--- src/rtl/mem_arb_pkg.sv ---
// Shared types and constants for the unified memory-port arbiter.
// Holds the FSM encoding, the fetch NOP substitute and default limits.
package mem_arb_pkg;

    typedef enum logic [2:0] {
        IDLE,
        REQ_I,
        REQ_D,
        WAIT_I,
        WAIT_D
    } arb_state_e;

    localparam logic [31:0] NOP_INSN      = 32'h0000_0013;
    localparam int          TIMEOUT_DEF   = 255;
    localparam int          MAX_D_RUN_DEF = 4;
    localparam int          CNT_W         = 16;

endpackage

--- src/rtl/arb_timeout_cnt.sv ---
// Loadable up-counter with clear/enable and terminal-count compare; saturates at all-ones.
// Latency: count updates one cycle after clr/ld/en; tc is combinational from the count.
// Backpressure: none, purely a timer.
module arb_timeout_cnt
    import mem_arb_pkg::*;
#(
    parameter int W = CNT_W
) (
    input  logic         clk,
    input  logic         rst,
    input  logic         clr,
    input  logic         ld,
    input  logic [W-1:0] ld_val,
    input  logic         en,
    input  logic [W-1:0] term_val,
    output logic         tc
);

    logic [W-1:0] cnt_q;
    logic [W-1:0] cnt_d;

    always_comb begin
        cnt_d = cnt_q;
        if (clr) begin
            cnt_d = '0;
        end else if (ld) begin
            cnt_d = ld_val;
        end else if (en && (cnt_q != '1)) begin
            cnt_d = cnt_q + 1'b1;
        end
    end

    always_ff @(posedge clk) begin
        if (rst) begin
            cnt_q <= '0;
        end else begin
            cnt_q <= cnt_d;
        end
    end

    assign tc = (cnt_q == term_val);

endmodule

--- src/rtl/mem_port_arbiter.sv ---
// Serialises fetch and load/store onto one memory port, data priority; ARB_STARVE_GUARD_EN adds a fetch starvation guard.
// Latency: 3 cycles minimum request-to-done (grant, request, wait), done registered.
// Backpressure: holds mem_req/addr stable while mem_ready=0; core stalls until its done pulse.
module mem_port_arbiter
    import mem_arb_pkg::*;
#(
    parameter int AW        = 32,
    parameter int DW        = 32,
    parameter int TIMEOUT   = TIMEOUT_DEF,
    parameter int MAX_D_RUN = MAX_D_RUN_DEF
) (
    input  logic          clk,
    input  logic          rst,
    input  logic          i_req,
    input  logic [AW-1:0] i_addr,
    output logic          i_done,
    output logic [DW-1:0] i_rdata,
    input  logic          d_req,
    input  logic          d_we,
    input  logic [AW-1:0] d_addr,
    input  logic [DW-1:0] d_wdata,
    output logic          d_done,
    output logic [DW-1:0] d_rdata,
    output logic          mem_req,
    output logic          mem_we,
    output logic [AW-1:0] mem_addr,
    output logic [DW-1:0] mem_wdata,
    input  logic          mem_ready,
    input  logic          mem_rvalid,
    input  logic [DW-1:0] mem_rdata,
    output logic          stall,
    output logic          err_timeout
);

    arb_state_e    state_q, state_d;
    logic [AW-1:0] addr_q, addr_d;
    logic          we_q, we_d;
    logic [DW-1:0] wdata_q, wdata_d;
    logic [DW-1:0] i_rdata_q, i_rdata_d;
    logic [DW-1:0] d_rdata_q, d_rdata_d;
    logic          i_done_q, i_done_d;
    logic          d_done_q, d_done_d;
    logic          err_q, err_d;
    logic          cnt_clr, cnt_en, cnt_tc;
    logic          grant_d, grant_i;

`ifdef ARB_STARVE_GUARD_EN
    logic [CNT_W-1:0] run_q, run_d;
    logic             force_i;

    // Once data has won MAX_D_RUN grants in a row over a waiting fetch, fetch goes next.
    assign force_i = i_req && (run_q >= CNT_W'(MAX_D_RUN));
    assign grant_d = d_req && !force_i;

    always_comb begin
        run_d = run_q;
        if (state_q == IDLE) begin
            if (grant_d) begin
                run_d = i_req ? run_q + 1'b1 : '0;
            end else if (i_req) begin
                run_d = '0;
            end
        end
    end

    always_ff @(posedge clk) begin
        if (rst) begin
            run_q <= '0;
        end else begin
            run_q <= run_d;
        end
    end
`else
    assign grant_d = d_req;
`endif
    assign grant_i = i_req && !grant_d;

    arb_timeout_cnt #(.W(CNT_W)) u_tmo (
        .clk      (clk),
        .rst      (rst),
        .clr      (cnt_clr),
        .ld       (1'b0),
        .ld_val   ('0),
        .en       (cnt_en),
        .term_val (CNT_W'(TIMEOUT - 1)),
        .tc       (cnt_tc)
    );

    always_comb begin
        state_d   = state_q;
        addr_d    = addr_q;
        we_d      = we_q;
        wdata_d   = wdata_q;
        i_rdata_d = i_rdata_q;
        d_rdata_d = d_rdata_q;
        i_done_d  = 1'b0;
        d_done_d  = 1'b0;
        err_d     = err_q;
        cnt_clr   = 1'b0;
        cnt_en    = 1'b0;
        unique case (state_q)
            IDLE: begin
                if (grant_d) begin
                    state_d = REQ_D;
                    addr_d  = d_addr;
                    we_d    = d_we;
                    wdata_d = d_wdata;
                end else if (grant_i) begin
                    state_d = REQ_I;
                    addr_d  = i_addr;
                    we_d    = 1'b0;
                    wdata_d = '0;
                end
            end
            REQ_I: begin
                if (mem_ready) begin
                    state_d = WAIT_I;
                    cnt_clr = 1'b1;
                end
            end
            REQ_D: begin
                if (mem_ready) begin
                    state_d = WAIT_D;
                    cnt_clr = 1'b1;
                end
            end
            WAIT_I: begin
                cnt_en = 1'b1;
                if (mem_rvalid) begin
                    i_rdata_d = mem_rdata;
                    i_done_d  = 1'b1;
                    state_d   = IDLE;
                end else if (cnt_tc) begin
                    // A lost fetch executes as a NOP so the core keeps running.
                    i_rdata_d = DW'(NOP_INSN);
                    i_done_d  = 1'b1;
                    err_d     = 1'b1;
                    state_d   = IDLE;
                end
            end
            WAIT_D: begin
                cnt_en = 1'b1;
                if (mem_rvalid) begin
                    d_rdata_d = mem_rdata;
                    d_done_d  = 1'b1;
                    state_d   = IDLE;
                end else if (cnt_tc) begin
                    d_rdata_d = '0;
                    d_done_d  = 1'b1;
                    err_d     = 1'b1;
                    state_d   = IDLE;
                end
            end
            default: state_d = IDLE;
        endcase
    end

    always_ff @(posedge clk) begin
        if (rst) begin
            state_q   <= IDLE;
            addr_q    <= '0;
            we_q      <= 1'b0;
            wdata_q   <= '0;
            i_rdata_q <= '0;
            d_rdata_q <= '0;
            i_done_q  <= 1'b0;
            d_done_q  <= 1'b0;
            err_q     <= 1'b0;
        end else begin
            state_q   <= state_d;
            addr_q    <= addr_d;
            we_q      <= we_d;
            wdata_q   <= wdata_d;
            i_rdata_q <= i_rdata_d;
            d_rdata_q <= d_rdata_d;
            i_done_q  <= i_done_d;
            d_done_q  <= d_done_d;
            err_q     <= err_d;
        end
    end

    assign mem_req     = (state_q == REQ_I) || (state_q == REQ_D);
    assign mem_we      = mem_req && we_q;
    assign mem_addr    = addr_q;
    assign mem_wdata   = wdata_q;
    assign i_done      = i_done_q;
    assign i_rdata     = i_rdata_q;
    assign d_done      = d_done_q;
    assign d_rdata     = d_rdata_q;
    assign err_timeout = err_q;
    assign stall       = (i_req && !i_done_q) || (d_req && !d_done_q);

endmodule

--- config.mk ---
export PLATFORM = sky130hd
export DESIGN_NAME = mem_port_arbiter
export DESIGN_NICKNAME = d
export VERILOG_FILES = /design/src/rtl/mem_arb_pkg.sv /design/src/rtl/arb_timeout_cnt.sv /design/src/rtl/mem_port_arbiter.sv
export SDC_FILE = /design/constraint.sdc
export NUM_CORES = 1
export LEC_CHECK = 0
export ABC_AREA = 1
export ABC_CLOCK_PERIOD_IN_PS = 1750
export CORE_MARGIN = 1
export CORE_UTILIZATION = 40
export DETAILED_ROUTE_END_ITERATION = 16
export GPL_TIMING_DRIVEN = 0
export PLACE_DENSITY_LB_ADDON = 0.12
export SYNTH_ARGS = -nofsm -noshare
export SYNTH_HDL_FRONTEND = slang
export SYNTH_HIERARCHICAL = 1
export SYNTH_SLANG_ARGS = --single-unit
--- constraint.sdc ---
create_clock -name clk -period 1.75 [get_ports clk]
set_input_delay 0.35 -clock clk [delete_from_list [all_inputs] [get_ports clk]]
set_output_delay 0.35 -clock clk [all_outputs]
set_load 0.02 [all_outputs]
# Word-level counts from Yosys, hierarchy flattened
# Index checks and enable logic that the tools add are counted.
[op_classes]
addsub = 1
multipliers = 0
div_mod_pow = 0
n_lt_le_gt_ge = 0
n_eq_ne = 10
shift = 0
muxes = 22
bitwise = 3
reduce_logical = 23
[ops]
columns = ["cell", "count"]
rows = [
  ["$mux W32", 8],
  ["$mux W3", 6],
  ["$add A16 B1 Y16 const B", 1],
  ["$eq A16 B8 Y1 const B", 1],
  ["$ne A16 B16 Y1 const B", 1],
  ["$pmux W3 S4", 1],
  ["$reduce_or A2 Y1", 5],
  ["$mux W1", 7],
  ["$eq A3 B2 Y1 const B", 2],
  ["$reduce_and A2 Y1", 3],
  ["$logic_and A1 B1 Y1", 5],
  ["$ne A2 B2 Y1 const B", 2],
  ["$reduce_and A4 Y1", 1],
  ["$reduce_bool A2 Y1", 2],
  ["$eq A3 B1 Y1 const B", 1],
  ["$eq A3 B3 Y1 const B", 1],
  ["$logic_not A1 Y1", 3],
  ["$logic_not A3 Y1", 1],
  ["$ne A3 B1 Y1 const B", 1],
  ["$ne A3 B3 Y1 const B", 1],
  ["$not A1 Y1", 3],
  ["$reduce_and A3 Y1", 1],
  ["$logic_or A1 B1 Y1", 2],
]
[totals]
ff_bits = 151
latchBits = 0
mem_bits_rw = 0
mem_bits_ro = 0
output_inout_bits = 134
word_cells = 69
mem_count = 0

# Depth between registers and ports, before layout
[depth]
word_depth = 5
depth_mapped = 12

# Modules after synthesis
# Netlist, hierarchy kept.
[by_module_without_submodules]
columns = ["module", "instances", "cells_each", "area_per_inst_um2"]
rows = [
  ["mem_port_arbiter", 1, 728, 5471.5],
  ["arb_timeout_cnt", 1, 236, 1390.1],
]

# Worst setup path before layout
# Ideal clock, no wire load.
[synth_timing]
path_kind = "reg-to-reg"
from = "register u_tmo.cnt_q[4]"
to = "register d_rdata_q[10], in the netlist d_rdata[10]"
setup_ps = 132
arrival_ps = 1574
required_time_ps = 1618
slack_ps = 44
path_stages_with_launch = 12
path_buffers = 1
period_less_slack_ps = 1706
path_cell_list = "dfxtp_1 -> xnor2_1 -> nand3_1 -> a211oi_1 -> nand2_1 -> nor2_1 -> nor2_4 -> nor2_4 -> inv_2 -> buf_2 -> nand2_1 -> a21oi_1"
[synth_via]
elab_chain_len = 3
[synth_lines]
columns = ["element", "line", "text"]
rows = [
  ["start, declared", "arb_timeout_cnt.sv:19", "logic [W-1:0] cnt_q;"],
  ["start signal, assigned", "arb_timeout_cnt.sv:37", "cnt_q <= cnt_d;"],
  ["$eq A16 B8 Y1", "arb_timeout_cnt.sv:41", "assign tc = (cnt_q == term_val);"],
  ["named net cnt_tc", "mem_port_arbiter.sv:44", "logic cnt_clr, cnt_en, cnt_tc;"],
  ["$reduce_bool A2 Y1 (no line)", "n/a", ""],
  ["$reduce_and A2 Y1 (no line)", "n/a", ""],
  ["end signal, assigned", "mem_port_arbiter.sv:175", "d_rdata_q <= d_rdata_d;"],
  ["end, declared", "mem_port_arbiter.sv:40", "logic [DW-1:0] d_rdata_q, d_rdata_d;"],
]
# The timed path passes the listed nets, and every way through them passes these cells.
# A chain may end at the register's enable or synchronous reset.

# Worst setup path after layout
[layout_timing]
from = "register u_tmo.cnt_q[11]"
to = "register d_rdata_q[1], in the netlist d_rdata[1]"
# Same word-level chain as after synthesis.

==> impl_metrics.prom <==
# TYPE chip_impl_metric gauge
chip_impl_metric{name="cts-buffers-inserted",unit=""} 17
chip_impl_info{name="cp_cell_sequence",value="xor2_1 > nor4_2 > nand2_2 > nor2_4 > nor2_4 > nor2_4 > inv_4 > buf_4 > nand2_1 > a21oi_1"} 1
chip_impl_metric{name="final_hold_viol_count",unit=""} 0
chip_impl_info{name="failing_checks",value="negative setup slack"} 1
chip_impl_metric{name="avgViaCountPerCell",unit=""} 4.87
chip_impl_metric{name="chipHeight",unit="um"} 133
chip_impl_info{name="hold_class",value="input pin to flip-flop"} 1
chip_impl_metric{name="crit_path_max_fanout",unit=""} 5
chip_impl_metric{name="overflow",unit=""} 0
chip_impl_metric{name="irDropWorstVdd",unit="mV"} 0.893
chip_impl_metric{name="floorplan.rows",unit=""} 47
chip_impl_metric{name="dr.first_iter.drc_count",unit=""} 340
chip_impl_metric{name="final_count_of_pins_violating_max_slew",unit=""} 0
chip_impl_metric{name="grt_pass1_vias",unit=""} 7071
chip_impl_info{name="endpoint_kind",value="flip-flop"} 1
chip_impl_info{name="worst-setup-path-type",value="flip-flop to flip-flop"} 1
chip_impl_metric{name="holdBufCountCts",unit=""} 0
chip_impl_metric{name="grt_max_degree",unit=""} 17
chip_impl_metric{name="port_buffers",unit=""} 266
chip_impl_metric{name="multi_input_area",unit="um2"} 3610
chip_impl_metric{name="avgRoutedWirePerCell",unit="um"} 14.9
chip_impl_metric{name="initial_standard_cell_utilization_of_the_core",unit="%"} 41.2
chip_impl_metric{name="filler_cell_count",unit=""} 1491
chip_impl_info{name="cts.root.buffer_cell",value="clkbuf_16"} 1
chip_impl_info{name="slowest_stage",value="dfxtp_4"} 1
chip_impl_metric{name="die_width",unit="um"} 133
chip_impl_info{name="critical_path.most_common_cell",value="nor2_4"} 1
chip_impl_info{name="mostFrequentLayoutCells",value="nand2_1 (315), clkdlybuf4s50_1 (167), dfxtp_1 (137)"} 1
chip_impl_metric{name="reg2reg_setup_slack",unit="ns"} -0.15
chip_impl_metric{name="clock_insertion_delay_worst_skew",unit="ns"} 0.42
chip_impl_metric{name="design.final.nets",unit=""} 1439
chip_impl_metric{name="final_antenna_net_count",unit=""} 0
chip_impl_metric{name="hold-worst-slack",unit="ns"} 0.380
chip_impl_metric{name="drtPass1Iterations",unit=""} 5
chip_impl_metric{name="diodes",unit=""} 0
chip_impl_metric{name="max_slew.worst_pin.slew",unit="ns"} 0.593
chip_impl_metric{name="max-slew-margin-rel",unit="%"} 60.4
chip_impl_metric{name="report.power.total",unit="W"} 0.0134
chip_impl_metric{name="async_flop_share",unit="%"} 0
chip_impl_metric{name="floorplan.io_pins",unit=""} 269
chip_impl_metric{name="global_route.usage.total",unit="%"} 25.8
chip_impl_metric{name="worst_setup_hold_path_clk_slew",unit="ns"} 0.06
chip_impl_metric{name="stdcell_area",unit="um2"} 11100
chip_impl_metric{name="yosysUniqueCellTypes",unit=""} 36
chip_impl_metric{name="finalCriticalPeriod",unit="ns"} 1.90
chip_impl_metric{name="static-leakage-power",unit="nW"} 5.69
chip_impl_info{name="setup_repair_after_global_routing_missed_its_margin",value="yes"} 1
chip_impl_info{name="ys_dominant_reg_cell",value="dfxtp_1"} 1
chip_impl_metric{name="routed-via-count",unit=""} 7474
chip_impl_metric{name="dieArea",unit="um2"} 17700
chip_impl_metric{name="post_layout_nonfiller_instances",unit=""} 1536
chip_impl_metric{name="crit_path_max_incr_delay",unit="ns"} 0.34
chip_impl_metric{name="cp_data_required_time",unit="ns"} 2.03
chip_impl_info{name="status",value="complete, but fails checks"} 1
chip_impl_metric{name="area.sequential",unit="um2"} 3060
chip_impl_metric{name="total_number_of_yosys_warnings",unit=""} 6
chip_impl_metric{name="wire_length_of_the_first_global_routing_pass",unit="um"} 36100
chip_impl_metric{name="syn_area",unit="um2"} 6860
chip_impl_metric{name="placeableCoreArea",unit="um2"} 16600
chip_impl_info{name="most_common_cell_after_layout_fill_and_taps_aside",value="nand2_1"} 1
chip_impl_metric{name="avg_synthesized_cell_area",unit="um2"} 7.12
chip_impl_metric{name="initial_antenna_violation_count",unit=""} 0
chip_impl_metric{name="timing.final.setup_violations",unit=""} 65
chip_impl_metric{name="detailed_place.area",unit="um2"} 9930
chip_impl_metric{name="cts-root-to-sink-buffers",unit=""} 2
chip_impl_metric{name="fmax",unit="GHz"} 0.526
chip_impl_metric{name="post-dp-hpwl",unit="um"} 16500
chip_impl_metric{name="numPlacedInstances",unit=""} 1485
chip_impl_metric{name="wl",unit="um"} 22900
chip_impl_metric{name="fraction_of_final_layout_cells_with_drive_strength_greater_than_1",unit="%"} 14.7
chip_impl_metric{name="postSynthCellCount",unit=""} 964
chip_impl_metric{name="number_of_drc_violations_after_detailed_routing",unit=""} 0
chip_impl_metric{name="power-per-cell-area",unit="nW/um2"} 1210
chip_impl_metric{name="worst_clock_skew",unit="ns"} 0.00701
chip_impl_metric{name="cap_violations",unit=""} 0
chip_impl_metric{name="period_share",unit="%"} 109
chip_impl_metric{name="postSynthRegisterBits",unit=""} 151
chip_impl_metric{name="synth_edf_count",unit=""} 0
chip_impl_metric{name="htree_num_levels",unit=""} 4
chip_impl_metric{name="gpl_wtd_cong",unit=""} 0.858
chip_impl_metric{name="worstPathArrival",unit="ns"} 2.18
chip_impl_info{name="cts_tree",value="done"} 1
chip_impl_metric{name="worst_slack",unit="ns"} -0.149
chip_impl_info{name="critical_path.startpoint_type",value="flip-flop"} 1
chip_impl_metric{name="clock-sinks",unit=""} 151
chip_impl_metric{name="ys_seq_area_share",unit="%"} 44.1
chip_impl_metric{name="flow.area_growth_from_synthesis",unit="%"} 61.2
path summary, 6_finish.rpt:
check,endpoint,cells past startpoint,startpoint
min,d_rdata[31],5,mem_rvalid
max,d_rdata[1],10,u_tmo/cnt_q[11]
min reg2reg,i_rdata[15],2,i_rdata[15]
max reg2reg,d_rdata[1],10,u_tmo/cnt_q[11]
worst max-delay path: cells and delay by family (launching register included):
| family | cells | cell delay [ns] |
|---|---|---|
| xor gates and xnor gates | 1 | 0.17 |
| DFF | 1 | 0.34 |
| and+or+nand+nor | 6 | 0.93 |
| buffers and inverters | 2 | 0.25 |
| AOI/OAI and AO/OA | 1 | 0.06 |
through the flow:
stage	setup TNS, ns	utilization [%]	worst slack [ns]
final	-6.21	66.5	-0.149
after global routing	-13.69	66.5	-0.251
after CTS	-5.58	64.5	-0.135
after detailed placement	-42.08	59.7	-0.445
after global placement	-39.52	59.7	-0.440
after floorplan	0	-	0.0440
flip-flops by register name, summed over array words and instances (netlist names), 3 cells and up:
signal / count
mem_addr: 32
u_tmo/cnt_q: 16
mem_wdata: 32
d_rdata: 32
i_rdata: 32
state_q: 3
cell families after synthesis:
logic type / after synthesis / share of synthesized area, %
compound gates: 161 / 14.4
xor+xnor: 14 / 1.79
fa+ha+maj: 1 / 0.182
buf+inv: 130 / 8.61
flops: 151 / 44.1
other cells: 2 / 0.109
simple gates: 505 / 30.9
cell type report:
cell class | instances | share of cell area [%]
Sequential cell | 151 | 27.7
Inverter | 68 | 2.50
Multi-Input combinational cell | 718 | 32.6
Buffer | 60 | 3.42
Clock buffer | 19 | 3.91
Clock inverter | 13 | 1.35
Timing Repair Buffer | 287 | 26.1
Tap cell | 220 | 2.49
layer usage:
metal / global-route usage (%) / wire length, um
met1: 29.9 / 9310
met2: 44.6 / 11100
met3: 6.51 / 1750
met4: 12.1 / 741
met5: 0 / 0
cells in the mapped netlist, types with 2 or more instances:
cell type,number,area (um2)
nand3_1,103,515
clkbuf_1,23,86.3
dfxtp_1,151,3020
o211a_1,32,320
inv_1,60,225
nand4_1,6,37.5
xnor2_1,4,35.0
conb_1,2,7.51
nor2_4,3,33.8
buf_1,2,7.51
buf_2,21,105
nor2_1,34,128
o21ai_0,16,80.1
buf_4,12,90.1
nand2_1,340,1280
xor2_1,10,87.6
nand2_4,2,22.5
nor3_1,5,25.0
nor2_2,4,25.0
or2_2,4,25.0
a21oi_1,106,531
inv_2,6,22.5
buf_6,4,45.0
nand2_2,2,12.5
where the power goes:
group	internal [W]	switching (W)	total [W]
clock network	0.00212	0.00150	0.00362
logic	0.00228	0.00299	0.00528
registers	0.00408	0.000411	0.00449
total	0.00849	0.00490	0.0134
what timing repair did:
action	CTS	global route
gates cloned	2	1
endpoints found under the hold margin	0	0
buffers inserted	9	9
gates resized for setup	128	104
pin swaps	7	9
setup endpoints to repair	128	159
(Power assumes the default switching activity.)
